==> config.mk <==
export PLATFORM = sky130hd
export DESIGN_NAME = instr_fetch_queue
export DESIGN_NICKNAME = d
export VERILOG_FILES = /design/src/rtl/instr_fetch_queue.sv
export SDC_FILE = /design/constraint.sdc
export NUM_CORES = 1
export LEC_CHECK = 0
export CAP_MARGIN = 5
export CORE_MARGIN = 4
export CORE_UTILIZATION = 50
export CTS_CLUSTER_DIAMETER = 60
export CTS_CLUSTER_SIZE = 14
export DETAILED_ROUTE_END_ITERATION = 6
export MAX_ROUTING_LAYER = met4
export PLACE_DENSITY_LB_ADDON = 0.25
export RECOVER_POWER = 100
export REMOVE_ABC_BUFFERS = 1
export SLEW_MARGIN = 20
export SYNTH_ARGS = -nofsm -noshare
export SYNTH_HDL_FRONTEND = slang
export SYNTH_SLANG_ARGS = --single-unit
==> constraint.sdc <==
create_clock -name clk -period 5 [get_ports clk]
set_input_delay 1.5 -clock clk [delete_from_list [all_inputs] [get_ports clk]]
set_output_delay 1.5 -clock clk [all_outputs]
set_load 0.02 [all_outputs]
==> src/rtl/instr_fetch_queue.sv <==
// Instruction fetch front end: sequential PC generation, one outstanding imem request, DEPTH-entry queue to decode.
// Optional same-cycle ack-to-decode bypass is enabled by defining IFQ_BYPASS_EN.
module instr_fetch_queue #(
    parameter int          DEPTH    = 4,
    parameter logic [63:0] RESET_PC = 64'h0
) (
    input  logic        clk,
    input  logic        reset,
    output logic        imem_req,
    output logic [63:0] imem_addr,
    input  logic        imem_ack,
    input  logic [31:0] imem_rdata,
    output logic        if_valid,
    output logic [31:0] if_instr,
    output logic [63:0] if_pc,
    input  logic        id_ready,
    input  logic        redirect,
    input  logic [63:0] redirect_pc,
    output logic [1:0]  fsm_state
);

    localparam int AW = (DEPTH > 1) ? $clog2(DEPTH) : 1;
    localparam int CW = AW + 1;
    localparam logic [CW-1:0] DEPTH_C = CW'(DEPTH);

    typedef enum logic [1:0] {
        IDLE = 2'd0,
        WAIT = 2'd1,
        DROP = 2'd2
    } state_t;

    state_t state, state_nxt;

    logic [63:0]   fetch_pc;
    logic [CW-1:0] count;
    logic [AW-1:0] rd_ptr, wr_ptr;
    logic [63:0]   pc_mem    [DEPTH];
    logic [31:0]   instr_mem [DEPTH];

    logic head_valid;
    logic ack_take;
    logic push;
    logic pop;

    // Decode handshake: a head entry transfers when if_valid && id_ready in the same
    // cycle (and no redirect); if_instr/if_pc hold steady while if_valid && !id_ready.
    assign head_valid = (count != '0);
    assign ack_take   = (state == WAIT) && imem_ack && !redirect;
    assign pop        = head_valid && id_ready && !redirect;

`ifdef IFQ_BYPASS_EN
    logic bypass_avail;
    logic bypass_take;
    assign bypass_avail = !head_valid && ack_take;
    assign bypass_take  = bypass_avail && id_ready;
    assign push         = ack_take && !bypass_take;
`else
    assign push         = ack_take;
`endif

    always_ff @(posedge clk) begin
        if (reset) state <= IDLE;
        else       state <= state_nxt;
    end

    always_comb begin
        state_nxt = state;
        case (state)
            IDLE: if (!redirect && (count < DEPTH_C)) state_nxt = WAIT;
            WAIT: begin
                if (imem_ack)      state_nxt = IDLE;
                else if (redirect) state_nxt = DROP;
            end
            DROP: if (imem_ack) state_nxt = IDLE;
            default: state_nxt = IDLE;
        endcase
    end

    always_comb begin
        imem_req  = (state == WAIT) || (state == DROP);
        fsm_state = state;
    end

    // Pointer, count and PC bookkeeping; a redirect flushes and wins over push/pop.
    always_ff @(posedge clk) begin
        if (reset) begin
            fetch_pc  <= RESET_PC;
            imem_addr <= RESET_PC;
            count     <= '0;
            rd_ptr    <= '0;
            wr_ptr    <= '0;
        end else begin
            if ((state == IDLE) && (state_nxt == WAIT)) imem_addr <= fetch_pc;
            if (redirect) begin
                fetch_pc <= redirect_pc & ~64'h3;
                count    <= '0;
                rd_ptr   <= '0;
                wr_ptr   <= '0;
            end else begin
                if (ack_take) fetch_pc <= fetch_pc + 64'd4;
                if (push)     wr_ptr   <= wr_ptr + AW'(1);
                if (pop)      rd_ptr   <= rd_ptr + AW'(1);
                count <= count + CW'(push) - CW'(pop);
            end
        end
    end

    always_ff @(posedge clk) begin
        if (push) begin
            pc_mem[wr_ptr]    <= fetch_pc;
            instr_mem[wr_ptr] <= imem_rdata;
        end
    end

    always_comb begin
        if_valid = head_valid;
        if_instr = head_valid ? instr_mem[rd_ptr] : 32'h0;
        if_pc    = head_valid ? pc_mem[rd_ptr]    : 64'h0;
`ifdef IFQ_BYPASS_EN
        if (bypass_avail) begin
            if_valid = 1'b1;
            if_instr = imem_rdata;
            if_pc    = fetch_pc;
        end
`endif
    end

endmodule

==> impl_results.md, run 1 <==
* TritonCTS clock tree: yes
* Number of flops mapped to enable cells by yosys at between 300 and 400
* Number of core rows at 74
* X dimension of the die at 212 um
* Hold Path Stages at 2
* Critical R2R Launch: fsm_state[1]
* Total core area at around 40000 um2
* CP endpoint kind: output port
* Clock network fraction of total power at between 30% and 40%
* Part of the cycle the worst path needs at 94.4%
* Via count of the first global-routing pass at 13262
* Share of flip-flops with an asynchronous set or reset at 0%
* Overall global routing resource usage at between 20% and 30%
* Register bit total from synthesis at between 500 and 600
* Vias per Instance at around 5.8
* WHS Endpoint: imem_addr[33]
* Die Height at between 200 and 250 um
* Min-delay worst type: reg -> reg
* Worst-Skew Late Latency at roughly 0.58 ns
* Clock sink total at between 500 and 600
* Endpoint arrival time on the critical path at 3.22 ns
* Total buffers and inverters traversed by the critical path at 2
* Number of optimization iterations in the first detailed-route pass at 5
* Worst ir drop on vdd at ~210 uV
* Crit path launch type: flop
* Clock root buffer: clkbuf_16
* Unrepaired setup endpoints after global routing: no
* Antenna-violating nets left at 0
* Biggest cell delay along the critical path at slightly above 0.8 ns
* Pin count of the biggest net entering global routing at 90
* Final-report max-slew violation count at about 200
* Cell count after placement at 2158
* Sequential share of power at 55.2%
* Clock-pin slew reported for the worst setup and hold paths after clock tree synthesis at roughly 0.060 ns
* Endpoints failing setup at 0
* Count of filler cells inserted in the layout at ~3100
* Net switching power figure at between 0.0015 and 0.002 W
* Startpoint of the worst hold path: imem_addr[33]
* Post-cts hold buffer count at 0
* Slowest stage cell on the critical path: or3_1
* Buffer levels on the longest clock path at 3
* Worst Path Class, Setup: reg -> out
* Gate power share at just under 7%
* Effective utilization at floorplan at approximately half
* Synth-to-layout area growth at 21.6%
* Resize count post-CTS at 0
* Sequence of cells on the critical path: or3_1 > buf_12 > and2_1 > dlygate4sd3_1
* Fin. Hold Viols at 0
* Crit path max-delay family: buffers and inverters
* Fraction of layout instances using a drive strength above 1 at 11.2%
* Overflow left after global routing at 0
* Post-Syn Area at about 21000 um2
* TritonCTS buffer count at 44
* Mean area per synthesized cell at 14.5 um2
* Power per Cell Area at about 340 nW/um2
* Setup ws final at roughly 0.28 ns
* Share of synthesized area occupied by flip-flops and latches at 67.1%
* Static Leakage at around 8.5 nW
* Power Internal at around 0.0067 W
* Slack of the worst reg-to-reg path at 1.28 ns
* Failing checks: capacitance limit, slew limit
* Dpl hpwl at 32.3 mm
* Number of antenna violations at the first check in global routing at 2
* Wire length of the first global-routing pass at 78.9 mm
* Utilization of the core after routing at 61.8%
* H-tree depth reported by CTS at 2
* Switching share of total power at between 20% and 30%
* Most used DFF post-synth: edfxtp_1
* Data required time of the critical path at between 3 and 4 ns
* Count of mapped cells out of synthesis at 1439
* Total Die Area at ~45000 um2
* Crit path time final at between 4 and 5 ns
* Layout Nets at 1785
* Buffers on Ports at approximately 260
* Fmax achieved at between 200 and 250 MHz
* Worst-path fanout max at 73
* Capture instance of the worst register-to-register path: instr_mem[1][2]
* Yosys warnings at 0
* Hold slack at 0.473 ns
* Actual slew at the worst max-slew pin at between 2 and 2.5 ns
* Gpl congestion at roughly 0.78
* Boundary pin count at 265
* Post-route clock skew at around 0.014 ns
* Status: finished, violations left
* Post CTS Setup Buffer Count at 0
* Total power consumption of the routed design at about 0.0086 W
* Distinct cells, synth at 47
* Total Wirelength at just over 50 mm
* Setup slack after placement at 0.492 ns
* Detailed router's first-iteration violation count at 1158
* Number of violations of the max-capacitance limit at 3
* Headroom to the max-slew limit at -35.5%
* Wire length per cell after detailed routing at roughly 23 um
* Remaining routing DRC violations at 0
* Post-Layout Cell Count at between 2000 and 2500
* Vias after detailed routing at 13078
* Cells on worst reg2reg path at 5
[placed cells by master, fill, tap and decap left out, types with 5 or more instances in the layout]
| master | netlist | routed |
|---|---|---|
| nand4_1 | 31 | 31 |
| buf_12 | 0 | 8 |
| nand2_1 | 47 | 47 |
| nand3_1 | 79 | 79 |
| nor2_1 | 69 | 69 |
| clkbuf_1 | 77 | 33 |
| a211oi_1 | 31 | 31 |
| clkbuf_2 | 0 | 7 |
| inv_1 | 22 | 22 |
| dlygate4sd3_1 | 0 | 188 |
| dfxtp_1 | 135 | 133 |
| or4_1 | 10 | 9 |
| nor2b_1 | 5 | 5 |
| buf_4 | 5 | 13 |
| and2_1 | 99 | 97 |
| o21ai_0 | 72 | 72 |
| nor4_1 | 17 | 16 |
| and3_1 | 17 | 14 |
| a311oi_1 | 14 | 14 |
| a2111oi_0 | 11 | 12 |
| edfxtp_1 | 376 | 376 |
| and4_1 | 21 | 21 |
| clkdlybuf4s50_1 | 0 | 68 |
| xnor2_1 | 34 | 34 |
| xor2_1 | 6 | 6 |
| clkbuf_16 | 0 | 46 |
| mux4_2 | 94 | 94 |
| a21oi_1 | 76 | 76 |
| ha_1 | 11 | 11 |
| nor3_1 | 22 | 22 |
| or3_1 | 10 | 10 |
[area by class of cell]
class                      count  area, um2  area share, %
clock inverter                 7       82.6          0.326
clock buffer                  75       1260           4.97
tap                          532        666           2.62
antenna                        3       7.51         0.0296
sequential                   511      14000           55.2
inverter                      22       82.6          0.326
timing repair buffer         289       2880           11.3
multi-input combinational    804       6390           25.2
[cell families after synthesis]
logic type | synth area share (%)
muxes | 10.3
AOI/OAI and AO/OA | 6.05
adders and majority gates | 0.756
buffers and inverters | 2.45
other | 0.0180
DFF | 67.1
xor gates and xnor gates | 1.68
and+or+nand+nor | 11.6
[worst reg2reg max path, delay by kind of cell (launching register included)]
kind	cells	cell delay, ns
flip-flops	1	0.36
buffers and inverters	2	0.78
AND/OR/NAND/NOR	2	1.92
adder cells (fa/ha/maj)	1	0.29
[cell usage after synthesis (all sizes together) (4+ instances only)]
library cell	number	area [um2]
xor2	6	52.6
and2	99	619
a21oi	76	380
o21ai	73	365
buf	28	140
clkbuf	77	289
nor4	18	119
nand4	31	194
a2111oi	12	106
mux4	94	2120
or3	10	62.6
ha	11	138
inv	22	82.6
nor2	69	259
a211oi	31	233
nand3	81	423
xnor2	34	298
nor2b	5	31.3
nand2	47	176
edfxtp	376	11300
a311oi	14	123
dfxtp	135	2700
nor3	22	110
or4	10	75.1
and4	21	184
o31ai	4	30.0
and3	18	118
[power by group through the flow]
stage | sequential (W) | combinational [W] | clock, W
after floorplan | 0.00484 | 0.000244 | 0
after CTS | 0.00475 | 0.000616 | 0.00334
after detailed placement | 0.00484 | 0.000613 | 0
after global placement | 0.00484 | 0.000603 | 0
after global routing | 0.00476 | 0.000633 | 0.00353
final | 0.00475 | 0.000586 | 0.00327
[routing by layer]
layer / GRT usage (%) / routed length, um
met1: 32.9 / 22300
met2: 36.2 / 24800
met3: 3.94 / 3590
met4: 6.42 / 1190
met5: - / 0
[flip-flops by register name, indices dropped and copies added (netlist names), named ones only]
register   flops
instr_mem    128
pc_mem       248
rd_ptr         2
count          3
fetch_pc      62
imem_addr     62
wr_ptr         2
fsm_state      2
[how the worst max path moves through the flow]
stage,startpoint,endpoint,slack [ns],cells after the start
floorplan,redirect,imem_addr[10],-1.55,5
global placement,imem_ack,fetch_pc[63],0.60,7
detailed placement,imem_ack,fetch_pc[51],0.49,7
CTS,flop,if_pc[62],0.39,4
global route,count[2],if_pc[40],0.17,4
finish,count[2],if_pc[40],0.28,4
[metrics by stage]
| step | instance area, um2 | TNS (ns) |
|---|---|---|
| 5_1_grt | 25400 | 0 |
| 3_3_place_gp | 24100 | 0 |
| 6_report | 25400 | 0 |
| 2_1_floorplan | 20400 | -473.24 |
| 3_5_place_dp | 24100 | 0 |
| 4_1_cts | 25400 | 0 |
Note: power is estimated with default switching activity, not from simulation.
==> run 2: changes to the inputs <==
--- a/config.mk
+++ b/config.mk
@@ -15,6 +15,7 @@
 export PLACE_DENSITY_LB_ADDON = 0.25
 export RECOVER_POWER = 100
 export REMOVE_ABC_BUFFERS = 1
+export SKIP_LAST_GASP = 1
 export SLEW_MARGIN = 20
 export SYNTH_ARGS = -nofsm -noshare
 export SYNTH_HDL_FRONTEND = slang
==> results of run 2 <==
The final DEF is identical to that of run 1; final timing and power are the same.
==> run 3: changes to the inputs <==
--- a/config.mk
+++ b/config.mk
@@ -14,7 +14,6 @@
 export MAX_ROUTING_LAYER = met4
 export PLACE_DENSITY_LB_ADDON = 0.25
 export RECOVER_POWER = 100
-export REMOVE_ABC_BUFFERS = 1
 export SKIP_LAST_GASP = 1
 export SLEW_MARGIN = 20
 export SYNTH_ARGS = -nofsm -noshare
==> run 3 against run 2 <==
  * The flow still finishes with violations (capacitance limit, slew limit)
  * Final area about the same
  * Routed wire length increased by 1.8%
  * First-iteration DRC count decreased by 9.6%
  * Sequential cell count unchanged
  * Hold slack improved by 0.00055 ns
  * Largest power group unchanged
  * Highest routed layer unchanged
==> impl_results.md, run 3 (synthesis gave the netlist of run 1 again) <==
* Wire length per cell after detailed routing at ~24 um
* Effective utilization at floorplan at 50.8%
* Post-route clock skew at ~0.018 ns
* Post CTS Setup Buffer Count at 0
* Area occupied by multi-input gates at 6370 um2
* Layout Nets at 1784
* Number of violations of the max-capacitance limit at 3
* Cell count after placement at about 2200
* Dpl hpwl at 33.5 mm
* Number of core rows at 74
* Worst Path Class, Setup: in -> reg
* Failing checks: capacitance limit, slew limit
* Data required time of the critical path at 5.25 ns
* Detailed router's first-iteration violation count at 1047
* Actual slew at the worst max-slew pin at 2.06 ns
* Antenna-violating nets left at 0
* Buffers on Ports at 258
* Final-report max-slew violation count at around 140
* H-tree depth reported by CTS at 2
* Hold slack at around 0.47 ns
* Slowest stage cell on the critical path: and3_1
* Clock-pin slew reported for the worst setup and hold paths after clock tree synthesis at about 0.06 ns
* Status: finished, violations left
* Worst ir drop on vdd at around 220 uV
* Power per Cell Area at 336 nW/um2
* Part of the cycle the worst path needs at a little over 90%
* Buffer levels on the longest clock path at 3
* Unrepaired setup endpoints after global routing: no
* TritonCTS clock tree: yes
* Post-Layout Cell Count at between 2000 and 2500
* Gpl congestion at between 0.8 and 0.9
* Count of filler cells inserted in the layout at 3105
* Static Leakage at roughly 8.4 nW
* Synth-to-layout area growth at 21.7%
* X dimension of the die at 212 um
* Worst-path fanout max at 39
* Crit path launch type: input port
* Fin. Hold Viols at 0
* Setup ws final at 0.407 ns
* Worst Setup SP: imem_ack
* Worst-Skew Late Latency at ~0.57 ns
* Post-cts hold buffer count at 0
* Clock sink total at about 510
* Overflow left after global routing at 0
* Endpoint arrival time on the critical path at around 4.8 ns
* Vias per Instance at between 5 and 6
* Crit path time final at between 4 and 5 ns
* Number of optimization iterations in the first detailed-route pass at 5
* Boundary pin count at around 270
* Register containing the most flip-flops in the final layout: pc_mem
* Overall global routing resource usage at a little under a quarter
* Max FFs per register at approximately 250
* Flip-flop and latch area at between 10000 and 15000 um2
* Endpoints failing setup at 0
* Startpoint of the worst hold path: imem_addr[14]
* Wire length of the first global-routing pass at about 80 mm
* Critical R2R Launch: fsm_state[1]
* Final total negative setup slack at 0 ns
* Largest registers ranked by flip-flop count: pc_mem: 248 flops, instr_mem: 128 flops
* Min-delay worst type: reg -> reg
* Total Die Area at about 45000 um2
* Total core area at ~40000 um2
* Via count of the first global-routing pass at ~13000
* Vias after detailed routing at between 10000 and 15000
* Setup slack after placement at between 0.8 and 0.9 ns
* Number of antenna violations at the first check in global routing at 4
* Resize count post-CTS at 0
* Total Wirelength at between 50 and 60 mm
* CP endpoint kind: flop
* Headroom to the max-slew limit at -37.5%
* TritonCTS buffer count at between 40 and 50
* Pin count of the biggest net entering global routing at approximately 90
* Die Height at ~210 um
* Remaining routing DRC violations at 0
* Fmax achieved at about 220 MHz
* Clock root buffer: clkbuf_16
* Fraction of layout instances using a drive strength above 1 at about 11%
* Commonest non-fill, non-tap cell in the layout: edfxtp_1
* Most frequent cells in the layout: edfxtp_1, dlygate4sd3_1, dfxtp_1
* Sequence of cells on the critical path: dlygate4sd3_1 > and2_0 > and3_1 > buf_12
* Biggest cell delay along the critical path at approximately 1.5 ns
==> run 3: layout make-up <==
type,count,area share [%]
timing repair buffer,289,11.6
tap,532,2.62
clock buffer,76,4.98
inverter,22,0.326
clock inverter,3,0.0839
multi-input combinational,804,25.1
antenna,6,0.0592
sequential,511,55.2
==> run 3: critical path: cells and delay by family <==
family                 cells  cell delay, ns
buffers and inverters      2            1.14
and+or+nand+nor            2            2.16
==> run 3: report_power, final <==
| group | switching (W) | internal (W) |
|---|---|---|
| combinational | 0.000363 | 0.000241 |
| clock | 0.00146 | 0.00171 |
| sequential | 0.000116 | 0.00464 |
==> run 3: worst paths after layout <==
kind,slack (ns),cells past startpoint,end
max,0.41,4,instr_mem[3][5]
min,0.47,2,imem_addr[14]
max reg2reg,1.30,5,instr_mem[3][5]
min reg2reg,0.47,2,imem_addr[14]
==> run 3: per-layer routing <==
| metal | part of all wire, % | GRT usage, % | wire length, um | vias up |
|---|---|---|---|---|
| met3 | 7.3 | 4.81 | 3850 | 63 |
| li1 | - | - | - | 6027 |
| met1 | 42 | 32.1 | 21900 | 6790 |
| met2 | 50 | 38.7 | 26200 | 505 |
| met5 | 0 | - | 0 | - |
| met4 | 1.6 | 4.60 | 842 | 0 |
==> run 3: metrics by stage <==
step                utilization (%)  total power (W)  instance area (um2)
floorplan                         -          0.00513                20900
global placement               58.8          0.00545                24100
detailed placement             58.9          0.00548                24100
CTS                            62.0          0.00862                25400
global route                   61.8          0.00883                25400
finish                         61.8          0.00853                25400
==> RTL edit: new RTL, flow settings as in run 3 <==
The parameter `DEPTH` goes from 4 to 2.
--- a/src/rtl/instr_fetch_queue.sv
+++ b/src/rtl/instr_fetch_queue.sv
@@ -1,7 +1,7 @@
 // Instruction fetch front end: sequential PC generation, one outstanding imem request, DEPTH-entry queue to decode.
 // Optional same-cycle ack-to-decode bypass is enabled by defining IFQ_BYPASS_EN.
 module instr_fetch_queue #(
-    parameter int          DEPTH    = 4,
+    parameter int          DEPTH    = 2,
     parameter logic [63:0] RESET_PC = 64'h0
 ) (
     input  logic        clk,
Function: no difference found for any inputs over 4 cycles, from zero or initial values and one cycle with reset high; that may be too few to reach the edited logic, so the function may still have changed.
==> RTL edit against run 3 <==
  * The flow still finishes with violations (max-capacitance violations, max-slew violations)
  * Cell area decreased by 31%
  * Routed wire length decreased by 34%
  * Sequential cell count is 192 lower
  * Power shrank 35%
  * Count of clock-buffer cells in the layout is 28 lower
  * Worst setup slack better by 0.22 ns
  * Synthesized area decreased by 34%
  * Non-clock buffer count is 13 lower
  * Critical path type is now reg -> out
==> RTL edit: results (changes against run 3) <==
cell-internal power 4.219 mW (was 6.592 mW); Largest regs pc_mem: 124 flops, instr_mem: 64 flops (was pc_mem: 248 flops, instr_mem: 128 flops); DRT iter0 DRCs 664 (was 1047); Final Skew 0.01338 ns (was 0.01771 ns); synth top area cells edfxtp_1, dfxtp_1, mux2i_1 (was edfxtp_1, dfxtp_1, mux4_2); crit path DAT 2.87 ns (was 4.84 ns); Post-DP HPWL 23260 µm (was 33500 µm); Netlist cell types 59 (was 47); DR WL/cell 19.28 µm (was 23.53 µm); met2 wire len 16690 µm (was 26180 µm); Post-DP Area 16670 µm² (was 24140 µm²); core area 27030 µm² (was 41020 µm²); Sw Pwr 1.293 mW (was 1.942 mW); VDD IR max 0.0001849 V (was 0.0002164 V); met3 Use GR 0.04711 (was 0.04810); Layout fillers 2138 (was 3105); critical path's largest stage delay 0.92 ns (was 1.54 ns); Compound-Gate Fraction of Synth Area 0.04588 (was 0.06049); status finished, violations left (unchanged); Num CTS Buffers 28 (was 43); post-place setup slack 0.8513 ns (was 0.8292 ns); vias in the first global route 9847 (was 13370); Syn Area/Cell 11.46 µm² (was 14.49 µm²); Crit Path Max Fanout 95 (was 39); violated checks max-capacitance violations, max-slew violations (unchanged); Nets 1539 (was 1784); met2 Usage GRT 0.3708 (was 0.3874); CTS H-tree depth 1 (was 2); XOR/XNOR Fraction of Synth Area 0.02421 (was 0.01680); sequential-to-total area share from yosys stat 0.6015 (was 0.6711); Final Max Slew Viols 61 (was 142); DR vias/cell 5.523 (was 5.967); Metal-1 WL 14940 µm (was 21910 µm); share of the synthesized area in the top cell type 0.4107 (was 0.5415); Static Leak 6.373 nW (was 8.414 nW); max cap viols 1 (was 3)
RTL edit: final timing paths:
path                 start            end  slack (ns)  cells after the start
max reg2reg   fsm_state[1]  pc_mem[0][38]        1.60                      6
min reg2reg  imem_addr[11]  imem_addr[11]        0.45                      2
min          imem_addr[11]  imem_addr[11]        0.45                      2
max               count[1]      if_pc[55]        0.63                      4
RTL edit: layout make-up:
cell class              instances  area, µm²  area share
multi-input cells             793       5104      0.2928
well taps                     341      426.7     0.02448
flip-flops and latches        319       8272      0.4745
clock buffers                  48      818.3     0.04694
repair buffers                276       2716      0.1558
clock inverters                 4      32.53    0.001866
diodes                          4      10.01   0.0005742
inverters                      13      52.55    0.003015
RTL edit: kinds of logic (layout without fill, tap and decap cells):
group | Yosys count | after routing
XOR/XNOR | 38 | 38
adder cells (fa/ha/maj) | 7 | 7
buffers and inverters | 90 | 341
flip-flops | 319 | 319
multiplexers | 168 | 168
other | 1 | 8
AO/OA/AOI/OAI | 88 | 88
AND/OR/NAND/NOR | 488 | 488
